$ cat src/rtl/uart_tx_scheduler_if.sv
// uart_tx_scheduler_if: producer-side request/byte bus, bit tick and serial line of the TX scheduler
interface uart_tx_scheduler_if #(
  parameter int NREQ = 4,
  parameter int IDW  = 2,
  parameter int DBIT = 8
);
  logic                 tick;
  logic [NREQ-1:0]      req;
  logic [NREQ*DBIT-1:0] din;
  logic [NREQ-1:0]      ack;
  logic [IDW-1:0]       owner;
  logic                 busy;
  logic                 tx;
  modport master (output tick, req, din, input ack, owner, busy, tx);
  modport slave  (input tick, req, din, output ack, owner, busy, tx);
endinterface

$ cat src/rtl/uart_tx_scheduler.sv
// uart_tx_scheduler: round-robin share of one 8N1 UART TX line between NREQ producers (UART_TX_PARITY_EN adds even parity)
module uart_tx_scheduler #(
  parameter int NREQ    = 4,
  parameter int IDW     = 2,
  parameter int DBIT    = 8,
  parameter int SB_TICK = 16
) (
  input  logic                 clk,
  input  logic                 reset,
  uart_tx_scheduler_if.slave   bus
);
  localparam int SW = SB_TICK > 16 ? $clog2(SB_TICK) : 4;
  localparam int NW = DBIT > 1 ? $clog2(DBIT) : 1;
  typedef enum logic [2:0] {
    IDLE, START, DATA, STOP
`ifdef UART_TX_PARITY_EN
    , PARITY
`endif
  } state_t;
  state_t          state, state_n;
  logic [SW-1:0]   s_cnt, s_n;
  logic [NW-1:0]   n_cnt, n_n;
  logic [DBIT-1:0] sh, sh_n;
  logic [IDW-1:0]  ptr, ptr_n, owner_n, gnt, cand;
  logic [NREQ-1:0] ack_n;
  logic            busy_n, tx_n, gnt_ok, bit_end;
`ifdef UART_TX_PARITY_EN
  logic            par, par_n;
`endif
  // scan from the highest offset down so the nearest requester after ptr wins
  always_comb begin
    gnt_ok = 1'b0;
    gnt = '0;
    cand = '0;
    for (int k = NREQ; k >= 1; k--) begin
      cand = IDW'((int'(ptr) + k) % NREQ);
      if (bus.req[cand]) begin
        gnt_ok = 1'b1;
        gnt = cand;
      end
    end
  end
  always_comb begin
    state_n = state;
    s_n = s_cnt;
    n_n = n_cnt;
    sh_n = sh;
    ptr_n = ptr;
    owner_n = bus.owner;
    ack_n = '0;
    busy_n = bus.busy;
    tx_n = bus.tx;
`ifdef UART_TX_PARITY_EN
    par_n = par;
`endif
    bit_end = bus.tick && s_cnt == SW'(15);
    case (state)
      IDLE: begin
        tx_n = 1'b1;
        busy_n = 1'b0;
        if (gnt_ok) begin
          state_n = START;
          s_n = '0;
          sh_n = bus.din[gnt*DBIT +: DBIT];
          ptr_n = gnt;
          owner_n = gnt;
          ack_n[gnt] = 1'b1;
          busy_n = 1'b1;
          tx_n = 1'b0;
`ifdef UART_TX_PARITY_EN
          par_n = ^bus.din[gnt*DBIT +: DBIT];
`endif
        end
      end
      START: begin
        s_n = bus.tick ? s_cnt + 1'b1 : s_cnt;
        if (bit_end) begin
          state_n = DATA;
          s_n = '0;
          n_n = '0;
          tx_n = sh[0];
        end
      end
      DATA: begin
        s_n = bus.tick ? s_cnt + 1'b1 : s_cnt;
        if (bit_end) begin
          s_n = '0;
          sh_n = sh >> 1;
          n_n = n_cnt + 1'b1;
          tx_n = sh[1];
          if (n_cnt == NW'(DBIT - 1)) begin
`ifdef UART_TX_PARITY_EN
            state_n = PARITY;
            tx_n = par;
`else
            state_n = STOP;
            tx_n = 1'b1;
`endif
          end
        end
      end
`ifdef UART_TX_PARITY_EN
      PARITY: begin
        s_n = bus.tick ? s_cnt + 1'b1 : s_cnt;
        if (bit_end) begin
          state_n = STOP;
          s_n = '0;
          tx_n = 1'b1;
        end
      end
`endif
      STOP: begin
        tx_n = 1'b1;
        s_n = bus.tick ? s_cnt + 1'b1 : s_cnt;
        if (bus.tick && s_cnt == SW'(SB_TICK - 1)) begin
          state_n = IDLE;
          s_n = '0;
          busy_n = 1'b0;
        end
      end
      default: state_n = IDLE;
    endcase
  end
  always_ff @(posedge clk) begin
    if (reset) begin
      state <= IDLE;
      s_cnt <= '0;
      n_cnt <= '0;
      sh <= '0;
      ptr <= IDW'(NREQ - 1);
      bus.owner <= '0;
      bus.ack <= '0;
      bus.busy <= 1'b0;
      bus.tx <= 1'b1;
`ifdef UART_TX_PARITY_EN
      par <= 1'b0;
`endif
    end else begin
      state <= state_n;
      s_cnt <= s_n;
      n_cnt <= n_n;
      sh <= sh_n;
      ptr <= ptr_n;
      bus.owner <= owner_n;
      bus.ack <= ack_n;
      bus.busy <= busy_n;
      bus.tx <= tx_n;
`ifdef UART_TX_PARITY_EN
      par <= par_n;
`endif
    end
  end
endmodule

$ cat src/flat_wrapper.sv
// flat-port wrapper written by rule: the top's interface ports become plain ports
module uart_tx_scheduler_flat 
#(
  parameter int NREQ    = 4,
  parameter int IDW     = 2,
  parameter int DBIT    = 8,
  parameter int SB_TICK = 16
)
  (clk, reset, bus_tick, bus_req, bus_din, bus_ack, bus_owner, bus_busy, bus_tx);
  uart_tx_scheduler_if #(.NREQ(NREQ), .IDW(IDW), .DBIT(DBIT)) bus_i ();
  input  logic clk;
  input  logic reset;
  input wire logic [$bits(bus_i.tick)-1:0] bus_tick;
  input wire logic [$bits(bus_i.req)-1:0] bus_req;
  input wire logic [$bits(bus_i.din)-1:0] bus_din;
  output wire logic [$bits(bus_i.ack)-1:0] bus_ack;
  output wire logic [$bits(bus_i.owner)-1:0] bus_owner;
  output wire logic [$bits(bus_i.busy)-1:0] bus_busy;
  output wire logic [$bits(bus_i.tx)-1:0] bus_tx;
  assign bus_i.tick = bus_tick;
  assign bus_i.req = bus_req;
  assign bus_i.din = bus_din;
  assign bus_ack = bus_i.ack;
  assign bus_owner = bus_i.owner;
  assign bus_busy = bus_i.busy;
  assign bus_tx = bus_i.tx;
  uart_tx_scheduler #(.NREQ(NREQ), .IDW(IDW), .DBIT(DBIT), .SB_TICK(SB_TICK)) u_core (.clk(clk), .reset(reset), .bus(bus_i));
endmodule
$ cat config.mk
export PLATFORM = sky130hd
export DESIGN_NAME = uart_tx_scheduler_flat
export DESIGN_NICKNAME = d
export VERILOG_FILES = /design/src/rtl/uart_tx_scheduler_if.sv /design/src/rtl/uart_tx_scheduler.sv /design/src/flat_wrapper.sv
export SDC_FILE = /design/constraint.sdc
export NUM_CORES = 1
export LEC_CHECK = 0
export ABC_AREA = 1
export BUFFER_PORTS_ARGS = -buffer_cell sky130_fd_sc_hd__buf_4
export CAP_MARGIN = 30
export CELL_PAD_IN_SITES_DETAIL_PLACEMENT = 1
export CELL_PAD_IN_SITES_GLOBAL_PLACEMENT = 2
export CORE_MARGIN = 5
export CORE_UTILIZATION = 28
export DETAILED_ROUTE_END_ITERATION = 8
export GPL_TIMING_DRIVEN = 0
export PLACE_DENSITY_LB_ADDON = 0.3
export SYNTH_ARGS = -nofsm -noshare
export SYNTH_HDL_FRONTEND = slang
export SYNTH_SLANG_ARGS = --single-unit
$ cat constraint.sdc
create_clock -name clk -period 2.3 [get_ports clk]
set_input_delay 0.23 -clock clk [delete_from_list [all_inputs] [get_ports clk]]
set_output_delay 0.23 -clock clk [all_outputs]
set_load 0.05 [all_outputs]
# After elaboration in Yosys (flattened, before gate mapping)

Cells that the tools add are included.

$add $sub $neg: 6
$lt $le $gt $ge: 6
Equal/unequal tests: 11
Shift operators: 1
Mux-type cells: 41
Bitwise operators: 2
Reduce and logical (&&, ||, !) cells: 17

Operator list:

| cell                | count |
|---|---|
| $shiftx 32x6->8     | 1 |
| $mux 3              | 6 |
| $mux 8              | 2 |
| $pmux 8 s2          | 1 |
| $lt 2x3->1 const B  | 5 |
| $mux 1              | 15 |
| $mux 4              | 3 |
| $pmux 3 s4          | 1 |
| $reduce_and 3->1    | 4 |
| $ne 2x1->1 const B  | 5 |
| $bmux 1 s2          | 4 |
| $mux 2              | 4 |
| $pmux 4 s2          | 1 |
| $reduce_bool 2->1   | 4 |
| $eq 3x2->1 const B  | 2 |
| $pmux 3 s2          | 1 |
| $reduce_or 3->1     | 2 |
| $reduce_and 5->1    | 1 |
| $add 2x1->2 const B | 2 |
| $add 2x2->2 const B | 2 |
| $add 4x1->4 const B | 1 |
| $eq 4x4->1 const B  | 1 |
| $pmux 1 s4          | 1 |
| $reduce_and 2->1    | 2 |
| 11 further kinds    | 13 |

Bits in registers: 28
Output and inout bits: 8

# Depth between registers and ports, before layout

Depth in word-level cells: 11
Mapped depth: 18
Mapped depth without buffers: 16

# Worst setup path after synthesis

Ideal clock, no wire load.

Path type: reg-to-reg
Start: reg u_core.s_cnt[0]
End: reg u_core.sh[5]
Arrival time: 1.595 ns
Required time: 2.229 ns
Setup slack: 0.634 ns
Stages on the path, launching flop included: 11
Path buffers: 1
Period minus slack after synthesis: 1.666 ns
Path through: dfxtp_1 -> ha_1 -> nand2_1 -> nor3_2 -> inv_1 -> nor2_1 -> o21ai_4 -> buf_8 -> nor2_1 -> nand2_1 -> a21oi_1

Longest elaborated chain between the ends: 4

RTL lines:

| element                           | RTL line                 | text |
|---|---|---|
| from (decl)                       | uart_tx_scheduler.sv:21  | `logic [SW-1:0] s_cnt, s_n;` |
| from (signal assigned)            | uart_tx_scheduler.sv:140 | `s_cnt <= s_n;` |
| $eq 4x4->1                        | uart_tx_scheduler.sv:56  | `bit_end = bus.tick && s_cnt == SW'(15);` |
| $logic_and 1x1->1                 | uart_tx_scheduler.sv:56  |  |
| $ne 2x1->1 (no source line)       | --                       |  |
| $reduce_and 3->1 (no source line) | --                       |  |
| to (signal assigned)              | uart_tx_scheduler.sv:142 | `sh <= sh_n;` |
| to (decl)                         | uart_tx_scheduler.sv:23  | `logic [DBIT-1:0] sh, sh_n;` |

Every way passes these cells.
A chain may end at the register's enable or synchronous reset.

# Worst setup path in the final report

Start: reg u_core.state[0]
End: reg u_core.sh[6]

Longest elaborated chain between the ends: 3

RTL lines:

| element                                                                 | RTL line                 | text |
|---|---|---|
| from (decl)                                                             | uart_tx_scheduler.sv:20  | `state_t state, state_n;` |
| from (signal assigned)                                                  | uart_tx_scheduler.sv:139 | `state <= state_n;` |
| $eq 3x2->1 / $logic_not 3->1 (equally long branches)                    | uart_tx_scheduler.sv:57  | `case (state)` |
| $ne 2x1->1 (no source line) / $reduce_bool 2->1 (equally long branches) | --                       |  |
| $reduce_and 3->1 (no source line)                                       | --                       |  |

Parallel ways exist; a longest one is shown, timed or not.

==> results.md <==
* Cell Int Power at 1610 uW
* Final min period at between 2 and 2.5 ns
* Type of the worst setup path: reg2reg
* Pin count of the biggest net entering global routing at 17
* Port-buffer cells at 45
* First-pass GRT wire length at 8650 um
* DRC at 0
* Post-Syn Area per Cell at 6.41 sq um
* First drt pass iteration count at 4
* Worst setup EP type: register
* Die width at slightly above 90 um
* Cell Pwr Density at about 1500 nW/um^2
* Distinct cells, synth at 33
* # rows at 29
* Pre-CTS setup slack at approximately 0.25 ns
* Register area share after synthesis at 29.0%
* I/O pins at 47
* CP required at between 2 and 3 ns
* Relative slew slack at between 60 and 70%
* Clk buf depth at 2
* Post-Syn Nets at roughly 340
* Async SR Flop Fraction at 0%
* HP Class: in2reg
* CTS clk-pin slew, worst paths at 0.10 ns
* Post_cts resized at 0
* Cells after Synth at 291
* Main synth FF type: dfxtp_1
* Final worst path period share at 87.2%
* Number of synthesized flops with an enable pin at 0
* Final Slew Violations at 0
* Slowest stage delay, CP at 0.37 ns
* Total gr overflow at 0
* Slew at the pin closest to its max-slew limit at 0.505 ns
* Synth-to-Final Area Change at 25.9%
* Initial cell density of the core at between 20% and 30%
* TritonCTS clock tree: done
* Logic pwr share at a little under three quarters
* Critical Path Start Type: register
* Total number of clock tree sinks at 27
* Clk Latency, worst-skew pair at around 0.28 ns
* Die area at approximately 8400 sq um
* Sw Share at 53.1%
* CTS Hold Bufs at 0
* Cells after DPL at 413
* Antenna Nets Post-Route at 0
* #FFs+latches synth at 27
* Clock power frac at under 10%
* CP top delay family: buffers and inverters
* Reg power frac at between 20% and 30%
* CP max stage cell: nor2_1
* CP Cell Sequence: inv_1 > ha_1 > clkinv_1 > nor2_1 > o21ai_4 > buf_8 > nor2_1 > nand2_1 > a21oi_1
* Net Switching at around 1800 uW
* Fin. Hold Viols at 0
* Core area at 6420 sq um
* CTS Buf Count at 3
* RSZ-0062 raised after global routing: false
* Layout cells sized above 1 at between 20% and 30%
* DR iter-0 viols at roughly 50
* Die Y at approximately 92 um
* Crit-path max FO at 10
* Total of max-cap violations at 0
* Root buf cell: clkbuf_8
* Post-route setup slack at 0.295 ns
* Number of global-route vias before repair at approximately 1.9k
* Total Power at approximately 3400 uW
* Routed WL at around 5100 um
* Ant. Diodes at 0
* Cell Area, Synth at approximately 1900 sq um
* GRT Overall Usage at between 10 and 15%
* Vias at around 1.9k
* Crit path arrival time at 2.21 ns
* Finished Core Util at between 30% and 40%
* Setup TNS Final at 0 ns
* H-tree depth at 1
* YS warnings at 0
* Leakage at approximately 0.0012 uW
* Fin cells at 417
* Outcome: complete, no violations
* Final Skew at about 0.0074 ns
* DR vias/cell at approximately 4.6
* Initial antenna violation count at 0
* Worst IR Drop VDD at 378 uV
* HPWL Detailed at between 4000 and 5000 um
* Layout Nets at approximately 400
* Most frequent CP cell: nor2_1
* Drt wl/cell at between 10 and 15 um
* Setup bufs post-CTS at 0
* FMAX at ~0.50 GHz
* Buf/Inv on CP at 3
* Routability cong. at 0.794
* Setup-failing EPs final at 0
==> flip-flops by register name, summed over array words and instances (netlist names) <==
| name | count |
|---|---|
| u_core.s_cnt | 4 |
| u_core.state | 2 |
| u_core.sh | 8 |
| u_core.ptr | 2 |
| u_core.bus.ack | 4 |
| u_core.bus.tx | 1 |
| u_core.bus.owner | 2 |
| u_core.bus.busy | 1 |
| u_core.n_cnt | 3 |
==> synth_stat cells (2+ instances only) <==
| master | count | area share, % |
|---|---|---|
| nand2_1 | 104 | 21 |
| nand3_1 | 29 | 7.8 |
| dfxtp_1 | 27 | 29 |
| nor2_1 | 23 | 4.6 |
| inv_1 | 22 | 4.4 |
| a21oi_1 | 21 | 5.6 |
| o21ai_0 | 11 | 3.0 |
| ha_1 | 9 | 6.0 |
| nand2_2 | 9 | 3.0 |
| nor3_1 | 5 | 1.3 |
| buf_2 | 3 | 0.80 |
| a21oi_2 | 2 | 0.94 |
| buf_4 | 2 | 0.80 |
| buf_6 | 2 | 1.2 |
| clkbuf_1 | 2 | 0.40 |
| nand2_4 | 2 | 1.2 |
| o211ai_1 | 2 | 0.80 |
==> placed cells by master, fill, tap and decap left out, types with 2 or more instances in the layout <==
cell type and n:
ha_1 9, a21oi_1 21, nand2_2 9, clkbuf_8 3, buf_2 3, nand3_1 29
buf_6 2, nor2_1 23, nor3_1 5, a21oi_2 2, inv_1 22, nand2_1 104
o21ai_0 11, nand2_4 2, buf_4 47, o211ai_1 2, dfxtp_1 27, clkbuf_1 2
==> cell families (layout without fill, tap and decap cells) <==
family	after synthesis	after routing	share of synthesized area, %
AND/OR/NAND/NOR	176	176	42.0
AO/OA/AOI/OAI	41	41	12.7
buffers and inverters	37	86	9.79
flip-flops	27	27	29.0
adder cells (fa/ha/maj)	9	9	6.04
XOR/XNOR	1	1	0.470
==> routing by layer <==
layer / GRT usage [%] / vias to the layer above / wire length (um) / share of wire [%]
met1: 16.3 / 877 / 2430 / 48
met5: 0 / - / 0 / 0
met3: 2.78 / 5 / 210 / 4.1
met4: 2.64 / 0 / 43 / 0.85
met2: 20.8 / 29 / 2400 / 47
li1: - / 1028 / - / -
==> final timing paths <==
kind | cells after the start | start | slack [ns] | end
worst min register to register | 2 | u_core.sh[5] | 0.47 | u_core.sh[5]
worst max-delay path | 9 | u_core.state[0] | 0.29 | u_core.sh[6]
worst max register to register | 9 | u_core.state[0] | 0.29 | u_core.sh[6]
worst min-delay path | 2 | reset | 0.34 | u_core.sh[0]
==> stage by stage <==
step | area (sq um) | hold slack, ns
detailed placement | 2300 | 0.458
finish | 2350 | 0.336
global placement | 2300 | 0.452
global route | 2350 | 0.365
floorplan | 1870 | 0.429
CTS | 2350 | 0.322
==> cell type report <==
type                            instances  area, sq um
Fill cell                             848         4070
Timing Repair Buffer                   45          338
Sequential cell                        27          541
Buffer                                 11         78.8
Clock inverter                          1         7.51
Clock buffer                            3         41.3
Multi-Input combinational cell        227         1140
Inverter                               26          104
Tap cell                               77         96.3
==> power by group through the flow <==
| stage | combinational, uW | clock, uW | sequential (uW) |
|---|---|---|---|
| finish | 2450 | 277 | 709 |
| detailed placement | 2490 | 0 | 722 |
| global placement | 2470 | 0 | 716 |
| floorplan | 1720 | 0 | 907 |
| global route | 2780 | 307 | 728 |
| CTS | 2500 | 290 | 711 |
No activity file was read; power rests on OpenSTA's default activity.
